[src/rtl/pipe_addsub_pkg.sv]
// rtl/pipe_addsub_pkg.sv - shared types, defaults and slice-width helper for pipe_addsub
//
// Purpose: common definitions for the pipelined adder/subtractor.
//   DEFAULT_WIDTH / DEFAULT_STAGES : default operand width and slice count
//   op_e                           : operation selected by in_sub
//   slice_w()                      : bits added per slice (width / stages)
//   slice_pl_t                     : slice payload at the default width
//                                    (partial sum, pending operands, carry)
package pipe_addsub_pkg;

  localparam int DEFAULT_WIDTH  = 16;
  localparam int DEFAULT_STAGES = 4;

  typedef enum logic {
    OP_ADD = 1'b0,
    OP_SUB = 1'b1
  } op_e;

  function automatic int slice_w(input int width, input int stages);
    return width / stages;
  endfunction

  // Each slice carries the whole operand pair forward. The bits below the
  // slice's window are already summed; the bits above it are still pending.
  typedef struct packed {
    logic [DEFAULT_WIDTH-1:0] sum;
    logic [DEFAULT_WIDTH-1:0] a;
    logic [DEFAULT_WIDTH-1:0] b;
    logic                     carry;
  } slice_pl_t;

endpackage

[src/rtl/pipe_addsub_if.sv]
// rtl/pipe_addsub_if.sv - operand/result handshake bundle for pipe_addsub
//
// Purpose: groups both valid/ready channels of the adder.
//   in_valid/in_ready           : operand beat handshake
//   in_a/in_b/in_ci/in_sub      : operands, carry-in, subtract select
//   out_valid/out_ready         : result beat handshake
//   out_sum/out_co/out_ovf      : result, carry out, signed overflow
// Modports: master = source/sink side, slave = the adder.
interface pipe_addsub_if
  import pipe_addsub_pkg::*;
#(
  parameter int WIDTH = DEFAULT_WIDTH
);

  logic             in_valid;
  logic             in_ready;
  logic [WIDTH-1:0] in_a;
  logic [WIDTH-1:0] in_b;
  logic             in_ci;
  logic             in_sub;
  logic             out_valid;
  logic             out_ready;
  logic [WIDTH-1:0] out_sum;
  logic             out_co;
  logic             out_ovf;

  modport master (
    output in_valid, in_a, in_b, in_ci, in_sub, out_ready,
    input  in_ready, out_valid, out_sum, out_co, out_ovf
  );

  modport slave (
    input  in_valid, in_a, in_b, in_ci, in_sub, out_ready,
    output in_ready, out_valid, out_sum, out_co, out_ovf
  );

endinterface

[src/rtl/pipe_addsub_slice.sv]
// rtl/pipe_addsub_slice.sv - one registered slice of the pipelined carry chain
//
// Purpose: adds operand window [K*SLICE_W +: SLICE_W] plus the incoming carry
// and registers the updated payload.
//   clk, rst  : clock, asynchronous active-high reset
//   advance   : slice may load this cycle (it is empty or its successor moves)
//   in_valid  : upstream holds a beat
//   in_pl     : upstream payload
//   valid     : this slice holds a beat
//   pl        : registered payload
module pipe_addsub_slice
  import pipe_addsub_pkg::*;
#(
  parameter int  SLICE_W   = 4,
  parameter int  K         = 0,
  parameter type payload_t = slice_pl_t
) (
  input  logic     clk,
  input  logic     rst,
  input  logic     advance,
  input  logic     in_valid,
  input  payload_t in_pl,
  output logic     valid,
  output payload_t pl
);

  localparam int LO = K * SLICE_W;

  payload_t           next_pl;
  logic [SLICE_W:0]   part;

  // SLICE_W+1 bit add: the extra top bit is the carry into the next slice.
  always_comb begin
    next_pl = in_pl;
    part    = {1'b0, in_pl.a[LO +: SLICE_W]}
            + {1'b0, in_pl.b[LO +: SLICE_W]}
            + {{SLICE_W{1'b0}}, in_pl.carry};
    next_pl.sum[LO +: SLICE_W] = part[SLICE_W-1:0];
    next_pl.carry              = part[SLICE_W];
  end

  // Holding (valid && !advance) freezes the payload. A bubble arriving
  // clears valid but leaves the old payload, which nobody consumes.
  always_ff @(posedge clk or posedge rst) begin
    if (rst) begin
      valid <= 1'b0;
      pl    <= '0;
    end else if (advance) begin
      valid <= in_valid;
      if (in_valid) begin
        pl <= next_pl;
      end
    end
  end

endmodule

[src/rtl/pipe_addsub.sv]
// rtl/pipe_addsub.sv - pipelined WIDTH-bit add/subtract with valid/ready backpressure
//
// Purpose: A+B+ci or A-B, carry chain split across STAGES registered slices.
//   clk  : clock, all state on the rising edge
//   rst  : asynchronous active-high reset, discards every in-flight beat
//   bus  : pipe_addsub_if slave (operand channel in, result channel out)
// Latency is STAGES cycles; one beat per cycle; bubbles collapse under stall.
module pipe_addsub
  import pipe_addsub_pkg::*;
#(
  parameter int WIDTH  = DEFAULT_WIDTH,
  parameter int STAGES = DEFAULT_STAGES
) (
  input  logic          clk,
  input  logic          rst,
  pipe_addsub_if.slave  bus
);

  localparam int SW = slice_w(WIDTH, STAGES);

  typedef struct packed {
    logic [WIDTH-1:0] sum;
    logic [WIDTH-1:0] a;
    logic [WIDTH-1:0] b;
    logic             carry;
  } payload_t;

  op_e             op;
  payload_t        head;
  payload_t        outs [STAGES];
  payload_t        last;
  logic [STAGES-1:0] vld;
  logic [STAGES:0]   adv;

  assign op = op_e'(bus.in_sub);

  // Subtract is A + ~B + 1; the user carry-in is dropped for subtract.
  always_comb begin
    head       = '0;
    head.a     = bus.in_a;
    head.b     = (op == OP_SUB) ? ~bus.in_b : bus.in_b;
    head.carry = (op == OP_SUB) ? 1'b1 : bus.in_ci;
  end

  // Ready ripples back from the consumer: a slice can take a beat if it is
  // empty or the slice after it is moving on this cycle.
  always_comb begin
    adv         = '0;
    adv[STAGES] = bus.out_ready;
    for (int k = STAGES - 1; k >= 0; k--) begin
      adv[k] = !vld[k] || adv[k+1];
    end
  end

  for (genvar k = 0; k < STAGES; k++) begin : g_slice
    if (k == 0) begin : g_first
      pipe_addsub_slice #(
        .SLICE_W   (SW),
        .K         (k),
        .payload_t (payload_t)
      ) u_slice (
        .clk      (clk),
        .rst      (rst),
        .advance  (adv[k]),
        .in_valid (bus.in_valid),
        .in_pl    (head),
        .valid    (vld[k]),
        .pl       (outs[k])
      );
    end else begin : g_rest
      pipe_addsub_slice #(
        .SLICE_W   (SW),
        .K         (k),
        .payload_t (payload_t)
      ) u_slice (
        .clk      (clk),
        .rst      (rst),
        .advance  (adv[k]),
        .in_valid (vld[k-1]),
        .in_pl    (outs[k-1]),
        .valid    (vld[k]),
        .pl       (outs[k])
      );
    end
  end

  assign last = outs[STAGES-1];

  assign bus.in_ready  = adv[0];
  assign bus.out_valid = vld[STAGES-1];
  assign bus.out_sum   = last.sum;
  assign bus.out_co    = last.carry;
  // Carry into the MSB is recovered from the MSB sum bit and its two
  // (already conditioned) operand bits, so no extra register is needed.
  assign bus.out_ovf   = last.carry
                       ^ (last.sum[WIDTH-1] ^ last.a[WIDTH-1] ^ last.b[WIDTH-1]);

endmodule

[src/flat_wrapper.sv]
// flat-port wrapper written by rule: the top's interface ports become plain ports
module pipe_addsub_flat import pipe_addsub_pkg::*;
#(
  parameter int WIDTH  = DEFAULT_WIDTH,
  parameter int STAGES = DEFAULT_STAGES
)
  (clk, rst, bus_in_valid, bus_in_a, bus_in_b, bus_in_ci, bus_in_sub, bus_out_ready, bus_in_ready, bus_out_valid, bus_out_sum, bus_out_co, bus_out_ovf);
  pipe_addsub_if #(.WIDTH(WIDTH)) bus_i ();
  input  logic clk;
  input  logic rst;
  input wire logic [$bits(bus_i.in_valid)-1:0] bus_in_valid;
  input wire logic [$bits(bus_i.in_a)-1:0] bus_in_a;
  input wire logic [$bits(bus_i.in_b)-1:0] bus_in_b;
  input wire logic [$bits(bus_i.in_ci)-1:0] bus_in_ci;
  input wire logic [$bits(bus_i.in_sub)-1:0] bus_in_sub;
  input wire logic [$bits(bus_i.out_ready)-1:0] bus_out_ready;
  output wire logic [$bits(bus_i.in_ready)-1:0] bus_in_ready;
  output wire logic [$bits(bus_i.out_valid)-1:0] bus_out_valid;
  output wire logic [$bits(bus_i.out_sum)-1:0] bus_out_sum;
  output wire logic [$bits(bus_i.out_co)-1:0] bus_out_co;
  output wire logic [$bits(bus_i.out_ovf)-1:0] bus_out_ovf;
  assign bus_i.in_valid = bus_in_valid;
  assign bus_i.in_a = bus_in_a;
  assign bus_i.in_b = bus_in_b;
  assign bus_i.in_ci = bus_in_ci;
  assign bus_i.in_sub = bus_in_sub;
  assign bus_i.out_ready = bus_out_ready;
  assign bus_in_ready = bus_i.in_ready;
  assign bus_out_valid = bus_i.out_valid;
  assign bus_out_sum = bus_i.out_sum;
  assign bus_out_co = bus_i.out_co;
  assign bus_out_ovf = bus_i.out_ovf;
  pipe_addsub #(.WIDTH(WIDTH), .STAGES(STAGES)) u_core (.clk(clk), .rst(rst), .bus(bus_i));
endmodule
[config.mk]
export PLATFORM = sky130hd
export DESIGN_NAME = pipe_addsub_flat
export DESIGN_NICKNAME = d
export VERILOG_FILES = /design/src/rtl/pipe_addsub_pkg.sv /design/src/rtl/pipe_addsub_if.sv /design/src/rtl/pipe_addsub_slice.sv /design/src/rtl/pipe_addsub.sv /design/src/flat_wrapper.sv
export SDC_FILE = /design/constraint.sdc
export NUM_CORES = 1
export LEC_CHECK = 0
export CAP_MARGIN = 15
export CORE_MARGIN = 1
export CORE_UTILIZATION = 49
export CTS_BUF_LIST = sky130_fd_sc_hd__clkbuf_16
export CTS_CLUSTER_SIZE = 20
export DETAILED_ROUTE_END_ITERATION = 8
export HOLD_SLACK_MARGIN = 0.12
export PLACE_DENSITY_LB_ADDON = 0.08
export SYNTH_ARGS = -nofsm -noshare
export SYNTH_HDL_FRONTEND = slang
export SYNTH_HIERARCHICAL = 1
export SYNTH_SLANG_ARGS = --single-unit
[constraint.sdc]
create_clock -name clk -period 4.4 [get_ports clk]
set_input_delay 0.44 -clock clk [delete_from_list [all_inputs] [get_ports clk]]
set_output_delay 0.44 -clock clk [all_outputs]
set_load 0.01 [all_outputs]
======== Word level (Yosys, flattened, before mapping) ========
Index checks and enable logic that the tools add are counted.
W data, S select, Z words.
operators by class
  bitwise operators ....................... 4
  reductions and logical operators ........ 12
  multiplexer cells ....................... 2
  add/sub/neg operators ................... 8
operator list
  cell                count
  $add A4 B4 Y5       4
  $add A5 B1 Y5       4
  $mux W16            1
  $not A16 Y16        1
  $reduce_and A2 Y1   4
  $logic_not A1 Y1    4
  $logic_or A1 B1 Y1  4
  $xor A1 B1 Y1       3
  $mux W1             1
storage, ports and cells
  register bits ........................... 176
  output and inout bits ................... 20
  input bits .............................. 38
  word-level logic and storage cells ...... 46

======== Logic depth before layout (Yosys ltp) ========
Gate-level depths: netlist of the first run.
  depth in word-level cells ............... 6
  depth in mapped cells ................... 8
  depth with buffers taken out ............ 7

======== Hierarchy ========
Netlist of the first run, hierarchy kept.
modules (own cells, without submodules)
  module                                                      area an instance (µm²)  cells an instance  seq. area each (µm²)  instances
  pipe_addsub_slice at u_core.g_slice[0].g_first.u_slice ...  2024.4                  132                1251.2                3
  pipe_addsub_slice at u_core.g_slice[3].g_rest.u_slice       2020.7                  132                1251.2                1
  pipe_addsub                                                 232.7                   28                 0.0                   1

======== Worst setup path after synthesis of the first run ========
OpenSTA, ideal clock, no wires.
  path type ............................... input-to-reg
  start ................................... in bus_in_sub
  end ..................................... reg u_core/g_slice[0].g_first.u_slice/pl[34] in the netlist's numbering
  arrival time ............................ 1.901 ns
  stages .................................. 6
  setup time .............................. 0.083 ns
  setup slack ............................. 2.416 ns
  data required time ...................... 4.317 ns
  path buffers ............................ 1
  path through ............................ buf_6 -> or2_2 -> fa_1 -> inv_1 -> fa_1 -> o21ai_0
RTL lines
  element               RTL line                 RTL
  from (decl)           flat_wrapper.sv:15       input wire logic [$bits(bus_i.in_sub)-1:0] bus_in_sub;
  to (signal assigned)  pipe_addsub_slice.sv:51  pl <= next_pl;
  to (decl)             pipe_addsub_slice.sv:24  output payload_t pl

======== Final worst setup path of the first run ========
  start ................................... in bus_out_ready
  end ..................................... out bus_in_ready
between the ends
  word-level cells in the longest chain between the ends .. 4
RTL lines
  element                          RTL line            RTL
  from (decl)                      flat_wrapper.sv:16  input wire logic [$bits(bus_i.out_ready)-1:0] bus_out_ready;
  $logic_or A1 B1 Y1 (4 in a row)  pipe_addsub.sv:51   adv[k] = !vld[k] || adv[k+1];
  to (decl)                        flat_wrapper.sv:17  output wire logic [$bits(bus_i.in_ready)-1:0] bus_in_ready;
Every way passes these cells.

==> results of run 1 <==
-- cell usage in the layout (no fill, tap or decap), drive strengths merged --
master and n:
clkinv 3, a221oi 4, nor2 4, o21ai 16
nand4 1, clkbuf 9, clkinvlp 1, dfrtp 98
clkdlybuf4s50 57, or2 1, a21oi 12, buf 3
mux2 78, o211ai 4, or3 4, nand2 17
nor2b 5, xnor2 2, xor2 21, ha 12
fa 8, nand3 1, inv 28, and4b 8
-- cell type report --
| class | instances | area, um^2 | share of cell area (%) |
|---|---|---|---|
| Timing Repair Buffer | 60 | 613 | 11.2 |
| Tap cell | 111 | 139 | 2.54 |
| Sequential cell | 98 | 2450 | 44.9 |
| Clock buffer | 9 | 225 | 4.12 |
| Inverter | 25 | 93.8 | 1.72 |
| Multi-Input combinational cell | 198 | 1880 | 34.5 |
| Clock inverter | 7 | 58.8 | 1.08 |
-- per-layer routing --
layer / GRT usage (%) / wire length (um) / vias to the layer above
met5: 0 / 0 / -
met2: 28.9 / 3650 / 49
met1: 23.1 / 3610 / 1294
li1: - / - / 1269
met3: 2.81 / 250 / 10
met4: 6.45 / 99 / 0
-- report_power, final --
group	total (W)	internal, W	switching [W]
Sequential	0.00139	0.00120	0.000187
Combinational	0.00102	0.000599	0.000418
Clock	0.000739	0.000392	0.000347
-- through the flow --
step | total power (W) | cells | setup WS [ns]
3_5_place_dp | 0.00243 | 491 | 1.82
6_report | 0.00314 | 508 | 1.87
2_1_floorplan | 0.00206 | 342 | 2.42
3_3_place_gp | 0.00240 | 491 | 1.86
4_1_cts | 0.00318 | 507 | 1.86
5_1_grt | 0.00337 | 508 | 1.79
-- worst register-to-register path, cell delays in order (launching register included) --
cell and delay [ns]:
dfrtp_1 0.35, nor2b_1 0.35, nand4_1 0.34, nand2_4 0.48
mux2_2 0.40
-- state kept, by name (all words and copies together) (netlist names) --
name	cells
u_core/g_slice.g_first.u_slice/pl	29
u_core/g_slice.g_first.u_slice/valid	1
u_core/g_slice.g_rest.u_slice/pl	65
u_core/g_slice.g_rest.u_slice/valid	3
-- worst min path at each step --
| stage | start | end | slack (ns) | cells past startpoint |
|---|---|---|---|---|
| after floorplan | rst | u_core/g_slice[3].g_rest.u_slice/pl[0] | 0.40 | 1 |
| after global placement | u_core/g_slice[2].g_rest.u_slice/pl[42] | u_core/g_slice[2].g_rest.u_slice/pl[42] | 0.46 | 2 |
| after detailed placement | u_core/g_slice[2].g_rest.u_slice/pl[43] | u_core/g_slice[2].g_rest.u_slice/pl[43] | 0.47 | 2 |
| after CTS | rst | u_core/g_slice[0].g_first.u_slice/pl[32] | 0.32 | 2 |
| after global routing | rst | u_core/g_slice[0].g_first.u_slice/pl[32] | 0.35 | 2 |
| final | rst | u_core/g_slice[0].g_first.u_slice/pl[32] | 0.34 | 2 |
==> reports/metrics.yaml, run 1 <==
setup_path:
  r2r-end: "u_core/g_slice[0].g_first.u_slice/pl[7]"
  cpMostUsedCell: "clkdlybuf4s50_1"
  cp-end-kind: "output port"
  crit_cells: 4
  cp-start-kind: "input pin"
  path_buf_inv: 2
  cp_cell_sequence: "clkdlybuf4s50_1 -> nor2b_1 -> nand4_1 -> clkdlybuf4s50_1"
  reg2reg_depth: 4
  regToRegSetupSlack_ns: 2.36
  critPathCapture: "bus_in_ready"
  path_max_fanout: 6
  startpoint: "bus_out_ready"
  required_ns: 3.96
  cp_top_family: "buffers and inverters"
  slowest_stage: "clkdlybuf4s50_1"
  path_class: "in -> out"
  critPathMaxStageDelay_ns: 0.58
  timing.rr.start: "u_core/g_slice[3].g_rest.u_slice/valid"
  arrival_ns: 2.09
pwr:
  power_leakage_nw: 2.40
  powerDensity_nw_per_um2: 575
  max-vdd-ir-drop_mv: 0.210
timing:
  period_needed_ns: 2.53
  slew_headroom_pct: 39.5
  slew_violations: 0
  final.setup_skew_ns: 0.00964
  fmax_mhz: 395
  rsz0062_at_grt: "false"
  setup_viol: 0
  tightest_slew_ns: 0.906
  holdWs_ns: 0.337
  period_share_pct: 57.5
  fin_tns_setup_ns: 0
  final-hold-violation-count: 0
global_route:
  grt_pass1_wl_um: 13100
  grt_start_max_net_pins: 34
  track_usage_pct: 17.4
  grt_pass1_vias: 2686
  antenna_found_initial: 0
  grt_overflow: 0
placed_design:
  routabilityCongestion: 0.775
  dpl_cell_area_um2: 5150
  place_hpwl_um: 5340
  port-buffer-count: 57
clocking:
  post_cts_resized: 0
  ctsLongestPathBuffers: 2
  cts_hold_buf: 0
  cts_sinks: 98
  clk_pin_slew_worst_paths_ns: 0.07
  numCtsBuffers: 9
  cts_setup_buffers: 0
  clkLatencyLatePin_ns: 0.34
  clockRootBuffer: "clkbuf_16"
  cts_tree: "built"
  h-tree-depth: 3
die:
  dieArea_um2: 9840
  io_pins: 58
  die_w_um: 99.2
  start_util_pct: 50.4
  die_h_um: 99.2
  rows: 35
  core_um2: 9200
detailed_routing:
  remaining_drc_errors: 0
  post_drt_wl_per_cell_um: 15.0
  vias: 2622
  routed_wl_um: 7610
  routed_via_density: 5.16
  first_pass_iters: 4
  drt-initial-drc-count: 38
  postRouteAntennaNets: 0
synthesis:
  syn_avg_cell_area_um2: 13.5
  yosysWarnings: 6
  syn_inst: 342
  syn_area_um2: 4630
  syn_nets: 400
layout:
  diodes: 0
  drive_gt1_share_pct: 26.7
  nNetsFinal: 450
  design_area_um2: 5470
  final_util_pct: 59.4
  fillers: 765
  area_growth_pct: 18.0
run_status:
  status: "complete, no violations"
worst_hold_path:
  hold_path_class: "in -> async"
job:
  max_cap_viol_count: 0
No activity file was read; power rests on OpenSTA's default activity.
==> run 2, diff against run 1 <==
- clock period: 4.4 -> 2.6 ns (I/O delays scaled with it)
==> run 2 against run 1 <==
- non-clock buffer count increased by 3
- global-route usage increased by 0.30 points
- critical path depth unchanged
- register-to-register slack got worse by 1.6 ns
- routed wire length increased by 2.2%
- sequential cell count unchanged
==> reports/metrics.yaml, run 2 (synthesis results as in run 1) <==
clocking:
  cts_tree: "built"
  h-tree-depth: 3  # unchanged
  numCtsBuffers: 9  # unchanged
  ctsLongestPathBuffers: 2  # unchanged
  clockRootBuffer: "clkbuf_16"
  clkLatencyLatePin_ns: 0.34  # about the same
  cts_hold_buf: 0  # unchanged
  cts_setup_buffers: 0  # unchanged
  clk_pin_slew_worst_paths_ns: 0.06  # about the same
  cts_sinks: 98  # unchanged
  post_cts_resized: 0  # unchanged
layout:
  largest_reg_flops: 65  # unchanged
  reg.largest.list: "u_core/g_slice.g_rest.u_slice/pl (65), u_core/g_slice.g_first.u_slice/pl (29), u_core/g_slice.g_rest.u_slice/valid (3)"
  final_common_cell: "dfrtp_1"
  design_area_um2: 5490  # +0.43%
  diodes: 0  # unchanged
  area_growth_pct: 18.5
  final_util_pct: 59.7  # +0.26 points
  drive_gt1_share_pct: 26.6  # -0.067 points
  regMostFlops: "u_core/g_slice.g_rest.u_slice/pl"
  nNetsFinal: 453  # +0.67%
  final_cell_mix: "dfrtp_1 (98), mux2_2 (78), clkdlybuf4s50_1 (57)"
timing:
  final.setup_skew_ns: 0.00766  # -0.00198 ns
  rsz0062_at_grt: "false"
  setup_viol: 0  # unchanged
  fin_tns_setup_ns: 0  # unchanged
  fmax_mhz: 484
  tightest_slew_ns: 0.855  # -0.0509 ns
  final-hold-violation-count: 0  # unchanged
  slew_headroom_pct: 42.9  # +3.4 points
  period_share_pct: 79.4
  period_needed_ns: 2.07
  slew_violations: 0  # unchanged
setup_path:
  cp_top_family: "buffers and inverters"
  path_buf_inv: 2  # unchanged
  cp-start-kind: "register"
  required_ns: 2.34  # -1.62 ns
  critPathMaxStageDelay_ns: 0.48  # -0.10 ns
  slowest_stage: "clkdlybuf4s50_1"
  arrival_ns: 1.81  # -0.28 ns
  path_max_fanout: 6  # unchanged
  cp-end-kind: "output port"
  path_class: "reg -> out"
  cp_cell_sequence: "nor2b_1 -> nand4_1 -> buf_4 -> clkdlybuf4s50_1"
run_status:
  status: "complete, no violations"
pwr:
  comb_power_share_pct: 31.5  # -0.9 points
  p_seq_share_pct: 43.2  # -0.9 points
  p_int_w: 0.00388  # +77%
  p_clk_share_pct: 25.3  # +1.8 points
  power_w: 0.00544  # +73%
  switching_share_pct: 28.8  # -1.5 points
  powerDensity_nw_per_um2: 992  # +72%
  power_leakage_nw: 2.42  # +0.56%
  max-vdd-ir-drop_mv: 0.415  # +98%
  p_switching_w: 0.00157  # +65%
detailed_routing:
  routed_wl_um: 7780  # +2.2%
  first_pass_iters: 4  # unchanged
  postRouteAntennaNets: 0  # unchanged
  remaining_drc_errors: 0  # unchanged
  post_drt_wl_per_cell_um: 15.3  # +2.0%
  vias: 2586  # -1.4%
  routed_via_density: 5.08  # -1.6%
  drt-initial-drc-count: 61  # +61%
global_route:
  grt_pass1_vias: 2650  # -1.3%
  grt_pass1_wl_um: 13300  # +1.4%
  grt_overflow: 0  # unchanged
  grt_start_max_net_pins: 31  # -8.8%
  antenna_found_initial: 0  # unchanged
  track_usage_pct: 17.7  # +0.30 points
die:
  die_h_um: 99.2  # unchanged
  io_pins: 58  # unchanged
  start_util_pct: 50.4  # unchanged
  dieArea_um2: 9840  # unchanged
  die_w_um: 99.2  # unchanged
  rows: 35  # unchanged
  core_um2: 9200  # unchanged
placed_design:
  routabilityCongestion: 0.839  # +8.3%
  place_hpwl_um: 5430  # +1.8%
  dpl_cell_area_um2: 5180  # +0.58%
  port-buffer-count: 57  # unchanged
worst_hold_path:
  hold_path_class: "in -> async"
job:
  max_cap_viol_count: 0  # unchanged
-- run 2: cell count changes in the layout (fill, tap and decap cells not counted), sizes merged --
cell	change
inv	-2
clkinv	-2
buf	+3
bufinv	+2
-- run 2: worst reg2reg max path, stage by stage (launching register included) --
cell and delay (ns):
dfrtp_1 0.36, nor2b_1 0.30, nand3_1 0.26, nand2_4 0.40
mux2_2 0.40
-- run 2: final cells by class --
cell class	count	area (um^2)
clock buffers	9	225
clock inverters	5	80.1
fillers	767	3710
inverters	25	93.8
multi-input cells	198	1880
flip-flops and latches	98	2450
well taps	111	139
repair buffers	63	616
-- run 2: power groups by stage --
stage	logic [W]	clock network, W	registers [W]
floorplan	0.00114	0	0.00235
global placement	0.00169	0	0.00237
detailed placement	0.00173	0	0.00239
CTS	0.00175	0.00141	0.00236
global route	0.00191	0.00147	0.00242
finish	0.00172	0.00137	0.00235
-- run 2: routing by layer --
layer | GRT usage, % | part of all wire (%)
met1 | 24.0 | 48
met3 | 3.94 | 3.0
met5 | 0 | 0
met4 | 6.90 | 1.4
met2 | 27.9 | 48
-- run 2: per-stage QoR --
| step | setup slack [ns] | hold WS, ns | instances |
|---|---|---|---|
| 2_1_floorplan | 0.796 | 0.224 | 342 |
| 3_3_place_gp | 0.327 | 0.462 | 495 |
| 3_5_place_dp | 0.239 | 0.470 | 495 |
| 4_1_cts | 0.517 | 0.398 | 509 |
| 5_1_grt | 0.440 | 0.443 | 509 |
| 6_report | 0.535 | 0.385 | 509 |
-- run 2: worst paths after layout --
check / slack [ns] / to / cells past startpoint / startpoint
max in group asynchronous: 1.59 / u_core/g_slice[2].g_rest.u_slice/pl[14] / 2 / rst
min in group clk: 0.48 / u_core/g_slice[1].g_rest.u_slice/pl[39] / 2 / u_core/g_slice[1].g_rest.u_slice/pl[39]
setup / recovery: 0.53 / bus_in_ready / 4 / u_core/g_slice[3].g_rest.u_slice/valid
setup reg to reg: 0.76 / u_core/g_slice[1].g_rest.u_slice/pl[31] / 4 / u_core/g_slice[3].g_rest.u_slice/valid
hold / removal: 0.39 / u_core/g_slice[1].g_rest.u_slice/pl[34] / 3 / rst
hold reg to reg: 0.48 / u_core/g_slice[1].g_rest.u_slice/pl[39] / 2 / u_core/g_slice[1].g_rest.u_slice/pl[39]
==> run 3, diff against run 2 <==
- clock period: 2.6 -> 1.7 ns (I/O delays scaled with it)
==> run 3 against run 2 <==
- critical path depth is 2 higher
- count of clock-buffer cells in the layout stayed put
- combinational power is 61% higher
- die area stayed put
- cell count is 4.1% higher
- critical endpoint is now u_core/g_slice[0].g_first.u_slice/pl[34]
==> reports/metrics.yaml, run 3 (synthesis results as in run 1) <==
global_route:
  grt_util_met3_pct: 3.51  # -0.42 points
  track_usage_pct: 18.0  # +0.29 points
  grt_start_max_net_pins: 31  # unchanged
  antenna_found_initial: 0  # unchanged
  grt_pass1_vias: 2814  # +6.2%
  grt_pass1_wl_um: 13700  # +2.8%
  grt_overflow: 0  # unchanged
  grt_use_met2_pct: 29.2  # +1.3 points
  use_met1_pct: 24.3  # +0.36 points
  grt_busiest_layer: "met2"
timing:
  slew_headroom_pct: 72.7  # +30 points
  setup_ws_ns: 0.0867  # -0.448 ns
  final.setup_skew_ns: 0.00585  # -0.00181 ns
  slew_violations: 0  # unchanged
  period_needed_ns: 1.61
  period_share_pct: 94.9
  setup_viol: 0  # unchanged
  final-hold-violation-count: 0  # unchanged
  fin_tns_setup_ns: 0  # unchanged
  tightest_slew_ns: 0.409  # -0.446 ns
  fmax_mhz: 620
setup_path:
  path_max_fanout: 2  # -4
  cp-start-kind: "input pin"
  path_class: "in -> reg"
  cp_top_family: "adder cells"
  cp_cell_sequence: "clkdlybuf4s50_1 -> or2_2 -> fa_2 -> inv_1 -> fa_1 -> o21ai_0"
  required_ns: 1.96  # -0.38 ns
  slowest_stage: "clkdlybuf4s50_1"
  critPathMaxStageDelay_ns: 0.40  # -0.08 ns
  arrival_ns: 1.87  # +0.06 ns
  cp-end-kind: "register"
  path_buf_inv: 2  # unchanged
pwr:
  power_leakage_nw: 2.54  # +5.0%
  powerDensity_nw_per_um2: 1460  # +48%
  max-vdd-ir-drop_mv: 0.774  # +87%
  power_w: 0.00837  # +54%
placed_design:
  place_hpwl_um: 5720  # +5.3%
  preCtsSetupSlack_ns: -0.411  # -0.650 ns
  port-buffer-count: 57  # unchanged
  routabilityCongestion: 0.807  # -3.8%
detailed_routing:
  postRouteAntennaNets: 0  # unchanged
  post_drt_wl_per_cell_um: 14.8  # -3.4%
  routed_wl_um: 7820  # +0.63%
  drt-initial-drc-count: 32  # -48%
  routed_via_density: 5.14  # +1.2%
  first_pass_iters: 4  # unchanged
  remaining_drc_errors: 0  # unchanged
  vias: 2725  # +5.4%
clocking:
  clkLatencyLatePin_ns: 0.34  # about the same
  cts_sinks: 98  # unchanged
  cts_tree: "built"
  ctsLongestPathBuffers: 2  # unchanged
  clk_pin_slew_worst_paths_ns: 0.07  # about the same
  h-tree-depth: 3  # unchanged
  clockRootBuffer: "clkbuf_16"
  numCtsBuffers: 9  # unchanged
die:
  io_pins: 58  # unchanged
  rows: 35  # unchanged
  start_util_pct: 50.4  # unchanged
  die_w_um: 99.2  # unchanged
  die_h_um: 99.2  # unchanged
  core_um2: 9200  # unchanged
  dieArea_um2: 9840  # unchanged
layout:
  fillers: 769  # +0.26%
  nNetsFinal: 472  # +4.2%
  reg.largest.list: "u_core/g_slice.g_rest.u_slice/pl (65), u_core/g_slice.g_first.u_slice/pl (29), u_core/g_slice.g_rest.u_slice/valid (3)"
  final_cell_mix: "dfrtp_1 (98), mux2_2 (78), clkdlybuf4s50_1 (54)"
  regMostFlops: "u_core/g_slice.g_rest.u_slice/pl"
  final_common_cell: "dfrtp_1"
  diodes: 0  # unchanged
  drive_gt1_share_pct: 31.3  # +4.6 points
  area_growth_pct: 23.5
  largest_reg_flops: 65  # unchanged
run_status:
  status: "complete, no violations"
job:
  max_cap_viol_count: 0  # unchanged
worst_hold_path:
  hold_path_class: "in -> reg"
## run 3: changes by cell type in the layout (fill, tap and decap cells not counted), sizes merged
cell / change
buf: +18
bufinv: -1
clkdlybuf4s50: -3
clkinvlp: +1
dlygate4sd2: +3
dlygate4sd3: +1
inv: +2
## run 3: cell type report
class | instances | area, um^2 | area share (%)
Clock buffer | 9 | 225 | 3.94
Multi-Input combinational cell | 198 | 1930 | 33.8
Clock inverter | 7 | 70.1 | 1.22
Tap cell | 111 | 139 | 2.43
Timing Repair Buffer | 82 | 807 | 14.1
Inverter | 25 | 93.8 | 1.64
Sequential cell | 98 | 2450 | 42.9
## run 3: path summary, 6_finish.rpt
kind	startpoint	cells past startpoint	endpoint	slack [ns]
worst max-delay path	bus_in_ci	6	u_core/g_slice[0].g_first.u_slice/pl[34]	0.09
worst min-delay path	bus_in_a[9]	2	u_core/g_slice[0].g_first.u_slice/pl[26]	0.44
worst max register to register	u_core/g_slice[2].g_rest.u_slice/pl[0]	4	u_core/g_slice[3].g_rest.u_slice/pl[46]	0.10
worst min register to register	u_core/g_slice[1].g_rest.u_slice/pl[38]	2	u_core/g_slice[1].g_rest.u_slice/pl[38]	0.48
max in group asynchronous	rst	4	u_core/g_slice[0].g_first.u_slice/pl[31]	0.55
min in group asynchronous	rst	3	u_core/g_slice[3].g_rest.u_slice/pl[36]	0.63
## run 3: repair_timing
item	4_1_cts	5_1_grt
resized for setup	5	7
cloned	0	0
buffers inserted	1	1
endpoints found under the setup margin	5	45
hold endpoints to repair	2	0
pin swaps	0	0
hold buffers	1	0
## run 3: per-layer routing
metal / vias to the layer above / wire, um
met4: 0 / 89
met5: - / 0
met1: 1364 / 3830
li1: 1313 / -
met3: 8 / 221
met2: 40 / 3680
## run 3: where the power goes
group / switching, W / internal [W]
clock: 0.000864 / 0.00114
sequential: 0.000492 / 0.00311
combinational: 0.00113 / 0.00164
## run 3: stage by stage
stage | std cells | hold slack (ns) | area (um^2) | utilization [%]
final | 530 | 0.441 | 5720 | 62.2
after global routing | 530 | 0.438 | 5720 | 62.2
after CTS | 529 | 0.439 | 5680 | 61.8
after detailed placement | 511 | 0.426 | 5360 | 58.3
after global placement | 511 | 0.425 | 5360 | 58.3
after floorplan | 342 | 0.134 | 4640 | -
